[config.mk]
export PLATFORM = sky130hd
export DESIGN_NAME = i2s_tx_flat
export DESIGN_NICKNAME = d
export VERILOG_FILES = /design/src/rtl/i2s_tx_if.sv /design/src/rtl/i2s_tx.sv /design/src/flat_wrapper.sv
export SDC_FILE = /design/constraint.sdc
export NUM_CORES = 1
export LEC_CHECK = 0
export BUFFER_PORTS_ARGS = -buffer_cell sky130_fd_sc_hd__buf_2
export CAP_MARGIN = 20
export CORE_MARGIN = 2
export CORE_UTILIZATION = 30
export DETAILED_ROUTE_END_ITERATION = 7
export PLACE_DENSITY = 0.43
export SLEW_MARGIN = 20
export SYNTH_ARGS = -nofsm -noshare
export SYNTH_HDL_FRONTEND = slang
export SYNTH_SLANG_ARGS = --single-unit
export TNS_END_PERCENT = 1
[constraint.sdc]
create_clock -name clk -period 4.6 [get_ports clk]
set_input_delay 0.69 -clock clk [delete_from_list [all_inputs] [get_ports clk]]
set_output_delay 0.69 -clock clk [all_outputs]
set_load 0.005 [all_outputs]
[src/rtl/i2s_tx_if.sv]
// Sample-pair handshake between an audio source and the I2S transmitter.
// Valid/ready: a pair moves on any clk edge where smpl_vld and smpl_rdy are
// both high; the source holds lft_in/rht_in stable while smpl_vld waits for
// smpl_rdy, and smpl_rdy never depends on smpl_vld.
interface i2s_tx_if #(
    parameter int DATA_W = 16
);
    logic signed [DATA_W-1:0] lft_in;
    logic signed [DATA_W-1:0] rht_in;
    logic                     smpl_vld;
    logic                     smpl_rdy;

    modport master (
        output lft_in,
        output rht_in,
        output smpl_vld,
        input  smpl_rdy
    );

    modport slave (
        input  lft_in,
        input  rht_in,
        input  smpl_vld,
        output smpl_rdy
    );
endinterface

[src/rtl/i2s_tx.sv]
// I2S transmitter: derives MCLK/SCLK/LRCLK from one 11-bit frame counter,
// buffers one stereo sample pair and shifts it out MSB-first, one SCLK late.
// Optional build macro I2S_TX_MUTE_ON_UNDRN_EN: an underrun frame sends
// silence instead of repeating the previous sample pair.
module i2s_tx #(
    parameter int DATA_W = 16
) (
    input  logic   clk,
    input  logic   rst,
    i2s_tx_if.slave smpl,
    output logic   MCLK,
    output logic   SCLK,
    output logic   LRCLK,
    output logic   SDin,
    output logic   frm_strt,
    output logic   undrn
);

    logic [10:0]        cnt;
    logic [10:0]        cnt_n;
    logic               load;
    logic               xfer;
    logic               full;
    logic               loaded_q;
    logic [DATA_W-1:0]  buf_l;
    logic [DATA_W-1:0]  buf_r;
    logic [DATA_W-1:0]  sh_l;
    logic [DATA_W-1:0]  sh_r;
    logic [23:0]        word;
    logic [4:0]         slot_n;
    logic [4:0]         bit_idx;
    logic               sd_nxt;
    logic               sd_q;

    // Last cycle of the frame: the buffered pair moves into the shifters.
    assign load  = (cnt == 11'd2047);
    assign cnt_n = cnt + 11'd1;

    // Ready never waits on valid; at the frame boundary the buffer is
    // drained in the same edge, so a new pair can always be taken there.
    assign smpl.smpl_rdy = ~full | load;
    assign xfer          = smpl.smpl_vld & smpl.smpl_rdy;

    // Codec clocks are straight counter bits so their phases stay locked.
    assign MCLK  = cnt[1];
    assign SCLK  = cnt[4];
    assign LRCLK = cnt[10];
    assign SDin  = sd_q;

    // Gated by rst so that reset cycles show no frame start, while the
    // first cycle after release (cnt still 0) does.
    assign frm_strt = (cnt == 11'd0) & ~rst;
    // loaded_q is 0 after reset, so the first frame reports an underrun.
    assign undrn    = frm_strt & ~loaded_q;

    // Free-running frame counter; wraps 2047 -> 0 by width.
    always_ff @(posedge clk) begin
        if (rst) begin
            cnt <= '0;
        end else begin
            cnt <= cnt_n;
        end
    end

    // Holding buffer, full flag and channel shifters.
    always_ff @(posedge clk) begin
        if (rst) begin
            full     <= 1'b0;
            loaded_q <= 1'b0;
            buf_l    <= '0;
            buf_r    <= '0;
            sh_l     <= '0;
            sh_r     <= '0;
        end else begin
            if (xfer) begin
                buf_l <= smpl.lft_in;
                buf_r <= smpl.rht_in;
            end
            if (load) begin
                loaded_q <= full;
                if (full) begin
                    sh_l <= buf_l;
                    sh_r <= buf_r;
                end
`ifdef I2S_TX_MUTE_ON_UNDRN_EN
                else begin
                    sh_l <= '0;
                    sh_r <= '0;
                end
`endif
                // A pair accepted on the load edge refills the buffer.
                full <= xfer;
            end else if (xfer) begin
                full <= 1'b1;
            end
        end
    end

    // Pick the bit for the slot about to start: slot 0 is the I2S one-bit
    // delay, slots 1..24 carry the left-justified word, the rest pad with 0.
    always_comb begin
        word    = '0;
        slot_n  = cnt_n[9:5];
        bit_idx = 5'd24 - slot_n;
        sd_nxt  = 1'b0;
        word[23 -: DATA_W] = cnt_n[10] ? sh_r : sh_l;
        if (slot_n >= 5'd1 && slot_n <= 5'd24) begin
            sd_nxt = word[bit_idx];
        end
    end

    // SDin changes only on the edge where SCLK falls (cnt[4:0] 31 -> 0).
    always_ff @(posedge clk) begin
        if (rst) begin
            sd_q <= 1'b0;
        end else if (cnt[4:0] == 5'd31) begin
            sd_q <= sd_nxt;
        end
    end

endmodule
[src/flat_wrapper.sv]
// flat-port wrapper written by rule: the top's interface ports become plain ports
module i2s_tx_flat 
#(
    parameter int DATA_W = 16
)
  (clk, rst, MCLK, SCLK, LRCLK, SDin, frm_strt, undrn, smpl_lft_in, smpl_rht_in, smpl_smpl_vld, smpl_smpl_rdy);
  i2s_tx_if #(.DATA_W(DATA_W)) smpl_i ();
  input  logic clk;
  input  logic rst;
  output logic MCLK;
  output logic SCLK;
  output logic LRCLK;
  output logic SDin;
  output logic frm_strt;
  output logic undrn;
  input wire logic [$bits(smpl_i.lft_in)-1:0] smpl_lft_in;
  input wire logic [$bits(smpl_i.rht_in)-1:0] smpl_rht_in;
  input wire logic [$bits(smpl_i.smpl_vld)-1:0] smpl_smpl_vld;
  output wire logic [$bits(smpl_i.smpl_rdy)-1:0] smpl_smpl_rdy;
  assign smpl_i.lft_in = smpl_lft_in;
  assign smpl_i.rht_in = smpl_rht_in;
  assign smpl_i.smpl_vld = smpl_smpl_vld;
  assign smpl_smpl_rdy = smpl_i.smpl_rdy;
  i2s_tx #(.DATA_W(DATA_W)) u_core (.clk(clk), .rst(rst), .smpl(smpl_i), .MCLK(MCLK), .SCLK(SCLK), .LRCLK(LRCLK), .SDin(SDin), .frm_strt(frm_strt), .undrn(undrn));
endmodule
Yosys cells after proc, flatten, opt, wreduce, memory -nomap -nowiden
Cells that the tools add are included.
{"block": "word_totals", "out_inout_bits": 7, "reg_bits": 78, "word_cells": 32, "input_bits": 35}
{"block": "classes", "muxes": 6, "n_addsub": 2, "n_eq_ne": 2, "reduce_logical": 4, "n_bitwise": 7, "n_lt_le_gt_ge": 3}
{"cell": "16-bit two-way mux", "count": 1}
{"cell": "11-bit by 1-bit adder with 11-bit output, second input constant", "count": 1}
{"cell": "11-bit == test, second input constant", "count": 1}
{"cell": "11-bit logical NOT", "count": 1}
{"cell": "5-bit by 6-bit < comparator with 1-bit output, second input constant", "count": 1}
{"cell": "1-bit binary-select mux with 5-bit select", "count": 1}
{"cell": "5-bit == test, second input constant", "count": 1}
{"cell": "5-bit by 1-bit >= comparator with 1-bit output, second input constant", "count": 1}
{"cell": "5-bit <= comparator, second input constant", "count": 1}
{"cell": "5-bit subtractor, first input constant", "count": 1}
{"cell": "1-bit two-way mux", "count": 4}
{"cell": "1-bit AND", "count": 3}
{"cell": "1-bit NOT", "count": 3}
{"cell": "2-bit AND reduction", "count": 1}
{"cell": "2-bit nonzero test", "count": 1}
{"cell": "1-bit logical AND", "count": 1}
{"cell": "1-bit bitwise OR", "count": 1}

Depth between registers and ports, before layout
Gate-level depths: netlist of run 1.
{"block": "logic_depth", "depth_word": 5, "ltp_mapped": 13, "mapped_depth_nobuf": 11}

Least setup slack after synthesis of run 1
No wires, ideal clock.
{"block": "synth_path", "kind": "flip-flop to flip-flop", "startpoint": "register u_core.cnt[1]", "endpoint": "register u_core.sd_q, in the netlist u_core.SDin", "arrival_time_ns": 2.228, "setup_ns": 0.130, "setup_slack_ns": 2.242, "n_path_buf": 1, "required_ns": 4.470, "synth_period_minus_slack_ns": 2.358, "stages_incl_launch_ff": 10, "cell_sequence": "dfxtp_1 > ha_1 > nand4_4 > or4_1 > buf_2 > and3_4 > o41a_1 > o2111ai_1 > o31a_1 > a32oi_1"}
{"block": "synth_via", "elab_chain_len": 5, "word_cells_on_any_way": 10, "classes_between": "add/sub: 2; order compare: 2; eq/ne: 1; mux: 4; reduce/logical: 1"}
{"item": "start, declared", "line_no": "i2s_tx.sv:19", "text": "logic [10:0] cnt;"}
{"item": "start signal, assigned", "line_no": "i2s_tx.sv:61", "text": "cnt <= cnt_n;"}
{"item": "11-bit by 1-bit adder with 11-bit output", "line_no": "i2s_tx.sv:37", "text": "assign cnt_n = cnt + 11'd1;"}
{"item": "5-bit subtractor or 16-bit two-way mux (tied branches)", "line_no": "i2s_tx.sv:104, i2s_tx.sv:106"}
{"item": "1-bit binary-select mux with 5-bit select", "line_no": "i2s_tx.sv:108", "text": "sd_nxt = word[bit_idx];"}
{"item": "1-bit two-way mux (implied by the code)", "line_no": "i2s_tx.sv:108"}
{"item": "1-bit two-way mux", "line_no": "i2s_tx.sv:107", "text": "if (slot_n >= 5'd1 && slot_n <= 5'd24) begin"}
{"item": "end signal, assigned", "line_no": "i2s_tx.sv:117", "text": "sd_q <= sd_nxt;"}
{"item": "end, declared", "line_no": "i2s_tx.sv:33", "text": "logic sd_q;"}
Several ways; a longest one is shown, not always the timed one. The select of a mux whose other input is x is not followed.
A chain may end at the register's enable or synchronous reset.

Worst setup path after layout of run 1
{"block": "layout_path", "startpoint": "register u_core.cnt[0]", "endpoint": "output port smpl_smpl_rdy"}
{"block": "layout_via", "elab_chain_len": 2}
{"item": "11-bit == test", "line_no": "i2s_tx.sv:36", "text": "assign load = (cnt == 11'd2047);"}
{"item": "1-bit bitwise OR", "line_no": "i2s_tx.sv:41", "text": "assign smpl.smpl_rdy = ~full | load;"}
{"item": "end, declared", "line_no": "flat_wrapper.sv:19", "text": "output wire logic [$bits(smpl_i.smpl_rdy)-1:0] smpl_smpl_rdy;"}
Every way passes these cells.

==> metrics.md, run 1 <==
| Metric | Value |
|---|---|
| Status | `finished clean` |
| Layout cells sized above 1 | `0.1652` |
| Mux contribution to synthesized area | `0.03256` |
| Syn nets | `461` |
| Worst-path clk slew | `60 ps` |
| Fin. Hold Viols | `0` |
| Residual DRC count | `0` |
| Core footprint | `~11000 µm²` |
| H-tree levels | `3` |
| R2R depth | `10` |
| Final Util | `0.3657` |
| Post-synth top area cell | `dfxtp_1` |
| Total grt overflow | `0` |
| Post-synth ARST share | `0` |
| First-pass GRT wire length | `14340 µm` |
| Routed Antenna Nets | `0` |
| First-pass DRT Iterations | `4` |
| Via Count | `2853` |
| Clock Sinks | `78` |
| Top delay family on crit path | `simple AND/OR/NAND/NOR gates` |
| Number of global-route vias before repair | `between 2k and 3k` |
| HP Start | `u_core.buf_l[11]` |
| Power Density | `approximately 380 nW/µm²` |
| FF+latch area | `1562 µm²` |
| Die X | `110.2 µm` |
| WHS Path Cells | `2` |
| Total CTS buffers | `9` |
| Die height | `110.2 µm` |
| Routability Congestion | `0.8352` |
| Yosys reg bits | `78` |
| Boundary Pins | `42` |
| Cell Chain, Critical Path | `ha_1 > nand4_4 > nor2_1 > nand4_1 > nand2_1 > buf_2` |
| Synth top cells by count | `136 x nand2_1, 78 x dfxtp_1, 68 x a21oi_1` |
| CTS resizes | `0` |
| Number of port buffers | `41` |
| Post-DP HPWL | `5936 µm` |
| WP buf/inv | `1` |
| Area delta synth->final | `18.24%` |
| Critical path type | `reg2out` |
| Setup tns final | `0 ps` |
| Tmin final | `2844 ps` |
| Area of the multi-input gates | `1667 µm²` |
| Setup crit end kind | `output port` |
| Postcts setup bufs | `0` |
| Area share of the largest cell type after synthesis | `0.4617` |
| Avg WL per Cell | `14.27 µm` |
| DRT Wirelength | `8474 µm` |
| Count of flip-flops with a built-in enable after synthesis | `0` |
| P_leak | `approximately 1.5 nW` |
| CTS Hold Bufs | `0` |
| Post-Synthesis Cells | `421` |
| Num rows | `38` |
| R2R setup slack | `about 1800 ps` |
| TritonCTS clock tree | `done` |
| Most frequent cell after synthesis | `nand2_1` |
| Crit-path max cell delay | `about 400 ps` |
| Reg2reg end | `u_core.SDin` |
| # diodes | `0` |
| XOR/XNOR Fraction of Synth Area | `0.02553` |
| Slew Viols, Final | `0` |
| Synth top area cells | `dfxtp_1 46%, nand2_1 15%, a21oi_1 10%, clkbuf_1 2.4%, ha_1 1.8%` |
| Initial antenna violation count | `0` |
| Reg-to-Reg Start | `u_core.cnt[0]` |
| Clk Latency, worst-skew pair | `330 ps` |
| Die area | `~12000 µm²` |
| Ys Warns | `0` |
| Maximum number of pins on one net before global-route repair | `79` |
| Clk root buf | `clkbuf_16` |
| Largest family of logic cells by synthesized area | `simple AND/OR/NAND/NOR gates` |
| Final setup violating endpoints | `0` |
| Worst endpoint required time | `3910 ps` |
| Initial Util | `0.3093` |
| Gr usage total | `0.1547` |
| Tcrit/Tclk final | `0.6183` |
| Compound-Gate Fraction of Synth Area | `0.1591` |
| Syn Area/Cell | `8.033 µm²` |
| Hold Crit Class | `reg2reg` |
| Post-detailed-route via-to-cell ratio | `4.803` |
| Max Cap Violations | `0` |
| Crit Path Max Fanout | `8` |
| Sequential area share after synthesis | `0.4617` |
| CP max stage cell | `dfxtp_1` |
| Clk buf depth | `2` |
| Maximum vdd drop | `0.0002405 V` |
| Prevailing post-synth register cell | `dfxtp_1` |
| Mapped Area | `3382 µm²` |
| Fmax | `between 300 and 400 MHz` |
| Initial DRC Count | `121` |
| Worst Hold End | `u_core.sh_l[11]` |
| Post-synthesis simple-gate area fraction | `0.2560` |
| Relative slew slack | `0.4517` |
| Critical Path AT | `~2200 ps` |
| RSZ-0062 raised after global routing | `false` |
| Skew final | `roughly 5.3 ps` |
| Final #Nets | `489` |
| Filler cells | `1197` |
| Unique masters post-synth | `55` |
| Slew @ Worst Pin | `a little over 800 ps` |
| Post-Synth Adder-Cell Area | `0.01850` |
| Worst setup SP type | `flip-flop` |
sequential cells by signal, indices dropped and copies added (netlist names):
signal / count
u_core.cnt: 11
u_core.sh_r: 16
u_core.full: 1
u_core.loaded_q: 1
u_core.SDin: 1
u_core.buf_r: 16
u_core.buf_l: 16
u_core.sh_l: 16
final cells by class:
type / instances / area share
Multi-Input combinational cell: 308 / 0.4168
Inverter: 6 / 0.006884
Tap cell: 140 / 0.04380
Sequential cell: 78 / 0.3905
Timing Repair Buffer: 46 / 0.06571
Clock buffer: 9 / 0.05632
Clock inverter: 7 / 0.02003
layer usage:
metal	routed length [µm]	share of wire	GRT usage	up-vias
met2	3601	0.42	0.2287	48
li1	-	-	-	1491
met3	417	0.049	0.04350	17
met4	185	0.022	0.04911	0
met1	4269	0.50	0.2173	1297
met5	0	0	0	-
logic make-up (layout without fill, tap and decap cells):
kind of cell / Yosys count / after routing
mux: 8 / 8
fa+ha+maj: 5 / 5
xor+xnor: 8 / 8
buf+inv: 35 / 68
simple gates: 193 / 193
flops: 78 / 78
compound gates: 94 / 94
report_power, final:
part	internal (mW)	switching, mW
registers	0.694	0.0120
logic	0.0320	0.0439
clock network	0.428	0.298
through the flow:
| stage | setup slack, ps | total power, mW | instance area, µm² | hold WS, ps | instances |
|---|---|---|---|---|---|
| 2_1_floorplan | 2242 | 0.7621 | 3382 | 427.1 | 421 |
| 3_3_place_gp | 1812 | 0.7949 | 3666 | 443.2 | 577 |
| 3_5_place_dp | 1867 | 0.7994 | 3694 | 446.8 | 578 |
| 4_1_cts | 1744 | 1.539 | 3999 | 451.1 | 594 |
| 5_1_grt | 1551 | 1.571 | 3999 | 472.7 | 594 |
| 6_report | 1756 | 1.507 | 3999 | 450.0 | 594 |
cells in the final DEF (no fill, tap or decap), types with 2 or more instances in the layout:
cell type,count
o21ai_0,6
a2111oi_0,2
xnor2_1,3
and3_1,3
a21boi_0,2
inv_6,2
clkbuf_16,9
a21oi_1,67
nor2_1,13
mux2i_1,5
clkinv_4,2
buf_4,4
buf_2,41
nor2b_1,4
nand4_1,6
inv_1,5
xor2_1,4
a21o_1,2
nand2_1,136
o2111ai_1,2
and3_2,2
nand3_1,11
ha_1,5
dfxtp_1,78
nor4_1,2
nor3_1,4
worst max-delay path by stage:
stage | startpoint | endpoint | slack (ps) | cells after the start
final | u_core.cnt[0] | smpl_smpl_rdy | 1760 | 6
after global routing | u_core.cnt[1] | smpl_smpl_rdy | 1550 | 6
after CTS | u_core.cnt[0] | smpl_smpl_rdy | 1740 | 6
after detailed placement | u_core.cnt[1] | u_core.SDin | 1870 | 10
after global placement | u_core.cnt[1] | u_core.buf_r[3] | 1810 | 8
after floorplan | u_core.cnt[1] | u_core.SDin | 2240 | 9
worst reg2reg max path, stage by stage, from the launching register on:
cell       delay [ps]
dfxtp_1           400
ha_1              270
and3_2            220
nand3_1            90
xor2_1            300
ha_1              390
nor3_1            450
nand3_1           150
o2111ai_1         140
o31a_1            170
a32oi_1            50
No activity file was read; power rests on OpenSTA's default activity.
==> run 2, diff against run 1 <==
- PLACE_DENSITY: 0.43 -> 0.44
- clock period: 4.6 -> 2.54 ns (I/O delays scaled with it)
==> metrics.md, run 2 (synthesized netlist as in run 1, its figures left out) <==
| Metric | Value |
|---|---|
| Initial DRC Count | `86 (was 121)` |
| P_leak | `1.616 nW (was 1.517 nW)` |
| Post-route cell area | `4209 µm² (was 3999 µm²)` |
| Setup tns final | `0 ps (unchanged)` |
| Num rows | `38 (unchanged)` |
| DRT Wirelength | `8550 µm (was 8474 µm)` |
| Final #Nets | `508 (was 489)` |
| Fmax | `414.1 MHz` |
| Worst endpoint required time | `2800 ps (was 3910 ps)` |
| Maximum number of pins on one net before global-route repair | `43 (was 79)` |
| CP max stage cell | `dfxtp_1 (unchanged)` |
| Placed Cells | `597 (was 578)` |
| Clk Latency, worst-skew pair | `330 ps (about the same)` |
| Setup crit end kind | `flip-flop (was output port)` |
| Hold Crit Class | `in2reg (was reg2reg)` |
| Total CTS buffers | `9 (unchanged)` |
| Combinational Power Share | `0.050 (about the same)` |
| Gr usage total | `0.1522 (was 0.1547)` |
| Commonest non-fill, non-tap cell in the layout | `nand2_1 (unchanged)` |
| Pwr Total | `2.783 mW (was 1.507 mW)` |
| Initial antenna violation count | `0 (unchanged)` |
| R2R setup slack | `130 ps (was 1840 ps)` |
| Clock Power Share | `0.491 (was 0.481)` |
| Sw frac | `0.2300 (was 0.2347)` |
| Routability Congestion | `0.7753 (was 0.8352)` |
| Die height | `110.2 µm (unchanged)` |
| Critical Path AT | `2670 ps (was 2150 ps)` |
| Slew @ Worst Pin | `451.4 ps (was 822.5 ps)` |
| # diodes | `0 (unchanged)` |
| Total grt overflow | `0 (unchanged)` |
| Slew Viols, Final | `0 (unchanged)` |
| Die X | `110.2 µm (unchanged)` |
| Maximum vdd drop | `0.0002828 V (was 0.0002405 V)` |
| Power Density | `661.2 nW/µm² (was 377.0 nW/µm²)` |
| Clk root buf | `clkbuf_16 (unchanged)` |
| Critical path type | `reg2reg (was reg2out)` |
| Clock Sinks | `78 (unchanged)` |
| Final setup violating endpoints | `0 (unchanged)` |
| First-pass DRT Iterations | `4 (unchanged)` |
| Skew final | `4.664 ps (was 5.267 ps)` |
| Post-detailed-route via-to-cell ratio | `4.825 (was 4.803)` |
| Post-DP HPWL | `6066 µm (was 5936 µm)` |
| Number of global-route vias before repair | `2774 (was 2741)` |
| Area delta synth->final | `24.45% (was 18.24%)` |
| Met1 WL | `4176 µm (was 4269 µm)` |
| Max layer used | `met4 (unchanged)` |
| Max Cap Violations | `0 (unchanged)` |
| Fin Hold WS | `276.5 ps (was 450.0 ps)` |
| Layout cells sized above 1 | `0.2220 (was 0.1652)` |
| Via Count | `2958 (was 2853)` |
| Worst setup SP type | `flip-flop (unchanged)` |
| Relative slew slack | `0.6991 (was 0.4517)` |
| Crit-path max cell delay | `420 ps (was 400 ps)` |
| Met3 WL | `302 µm (was 417 µm)` |
| Initial Util | `0.3093 (unchanged)` |
| Clk buf depth | `2 (unchanged)` |
| Boundary Pins | `42 (unchanged)` |
| Sequential share of power | `0.460 (was 0.468)` |
| Commonest cells after routing, fill and taps aside | `136 x nand2_1, 75 x dfxtp_1, 67 x a21oi_1 (was 136 x nand2_1, 78 x dfxtp_1, 67 x a21oi_1)` |
| First-pass GRT wire length | `14070 µm (was 14340 µm)` |
| Top delay family on crit path | `simple AND/OR/NAND/NOR gates (unchanged)` |
| Core footprint | `10940 µm² (unchanged)` |
| P_sw | `0.6401 mW (was 0.3538 mW)` |
| Cell Chain, Critical Path | `and4_2 > a21boi_2 > or2_4 > ha_2 > nor3_4 > and3_1 > a311oi_1 > nand4_1 > a32oi_1 (was ha_1 > nand4_4 > nor2_1 > nand4_1 > nand2_1 > buf_2)` |
| Met2 wire length | `3895 µm (was 3601 µm)` |
| Status | `finished clean (unchanged)` |
| Layout Cells excl Fill | `613 (was 594)` |
| Residual DRC count | `0 (unchanged)` |
| Tmin final | `2415 ps` |
| Die area | `12140 µm² (unchanged)` |
| Avg WL per Cell | `13.95 µm (was 14.27 µm)` |
| Cell internal pwr | `2.143 mW (was 1.154 mW)` |
| Crit Path Max Fanout | `6 (was 8)` |
| Final Util | `0.3849 (was 0.3657)` |
| CTS Hold Bufs | `0 (unchanged)` |
| H-tree levels | `3 (unchanged)` |
| Worst setup margin | `125.4 ps (was 1756 ps)` |
| Tcrit/Tclk final | `0.9506` |
| Fin. Hold Viols | `0 (unchanged)` |
| Post-place setup slack | `-2.585 ps (was 1867 ps)` |
| Cell Area, Placed | `3829 µm² (was 3694 µm²)` |
| WP buf/inv | `0 (was 1)` |
| Filler cells | `1197 (unchanged)` |
| TritonCTS clock tree | `done (unchanged)` |
| Worst-path clk slew | `60 ps (about the same)` |
| Routed Antenna Nets | `0 (unchanged)` |
| Number of port buffers | `41 (unchanged)` |
run 2: timing repair:
item / CTS / global route
gates resized for setup: 1 / 13
buffers inserted: 0 / 0
setup endpoints to repair: 1 / 1
run 2: path summary, 6_finish.rpt:
kind | cells past startpoint | start | endpoint
setup / recovery | 9 | u_core.cnt[3] | u_core.SDin
hold / removal | 3 | smpl_rht_in[10] | u_core.buf_r[10]
setup reg to reg | 9 | u_core.cnt[3] | u_core.SDin
hold reg to reg | 2 | u_core.buf_l[4] | u_core.buf_l[4]
run 2: final cells by class:
class                      instances  area [µm²]  share of cell area
multi-input combinational        308        1724              0.4096
sequential                        78        1565              0.3719
timing repair buffer              65       397.9             0.09453
clock buffer                      11       252.7             0.06005
tap                              140       175.2             0.04162
clock inverter                     5       66.31             0.01576
inverter                           6       27.53            0.006540
run 2: per-layer routing:
metal  vias to the layer above  global-route usage
met4                         0             0.06786
met2                        47              0.2331
li1                       1526                   -
met5                         -                   0
met1                      1372              0.2072
met3                        13             0.02998
run 2: worst reg2reg max path, stage by stage (launching register included):
cell      delay, ps
dfxtp_1         420
and4_2          320
a21boi_2        100
or2_4           280
ha_2            410
nor3_4           80
and3_1          150
a311oi_1        270
nand4_1         130
a32oi_1         190
run 2: power groups by stage:
stage	Sequential [mW]	Combinational [mW]	Clock [mW]
6_report	1.28	0.138	1.37
5_1_grt	1.28	0.160	1.45
4_1_cts	1.28	0.142	1.39
3_5_place_dp	1.30	0.141	0
3_3_place_gp	1.30	0.140	0
2_1_floorplan	1.30	0.0800	0
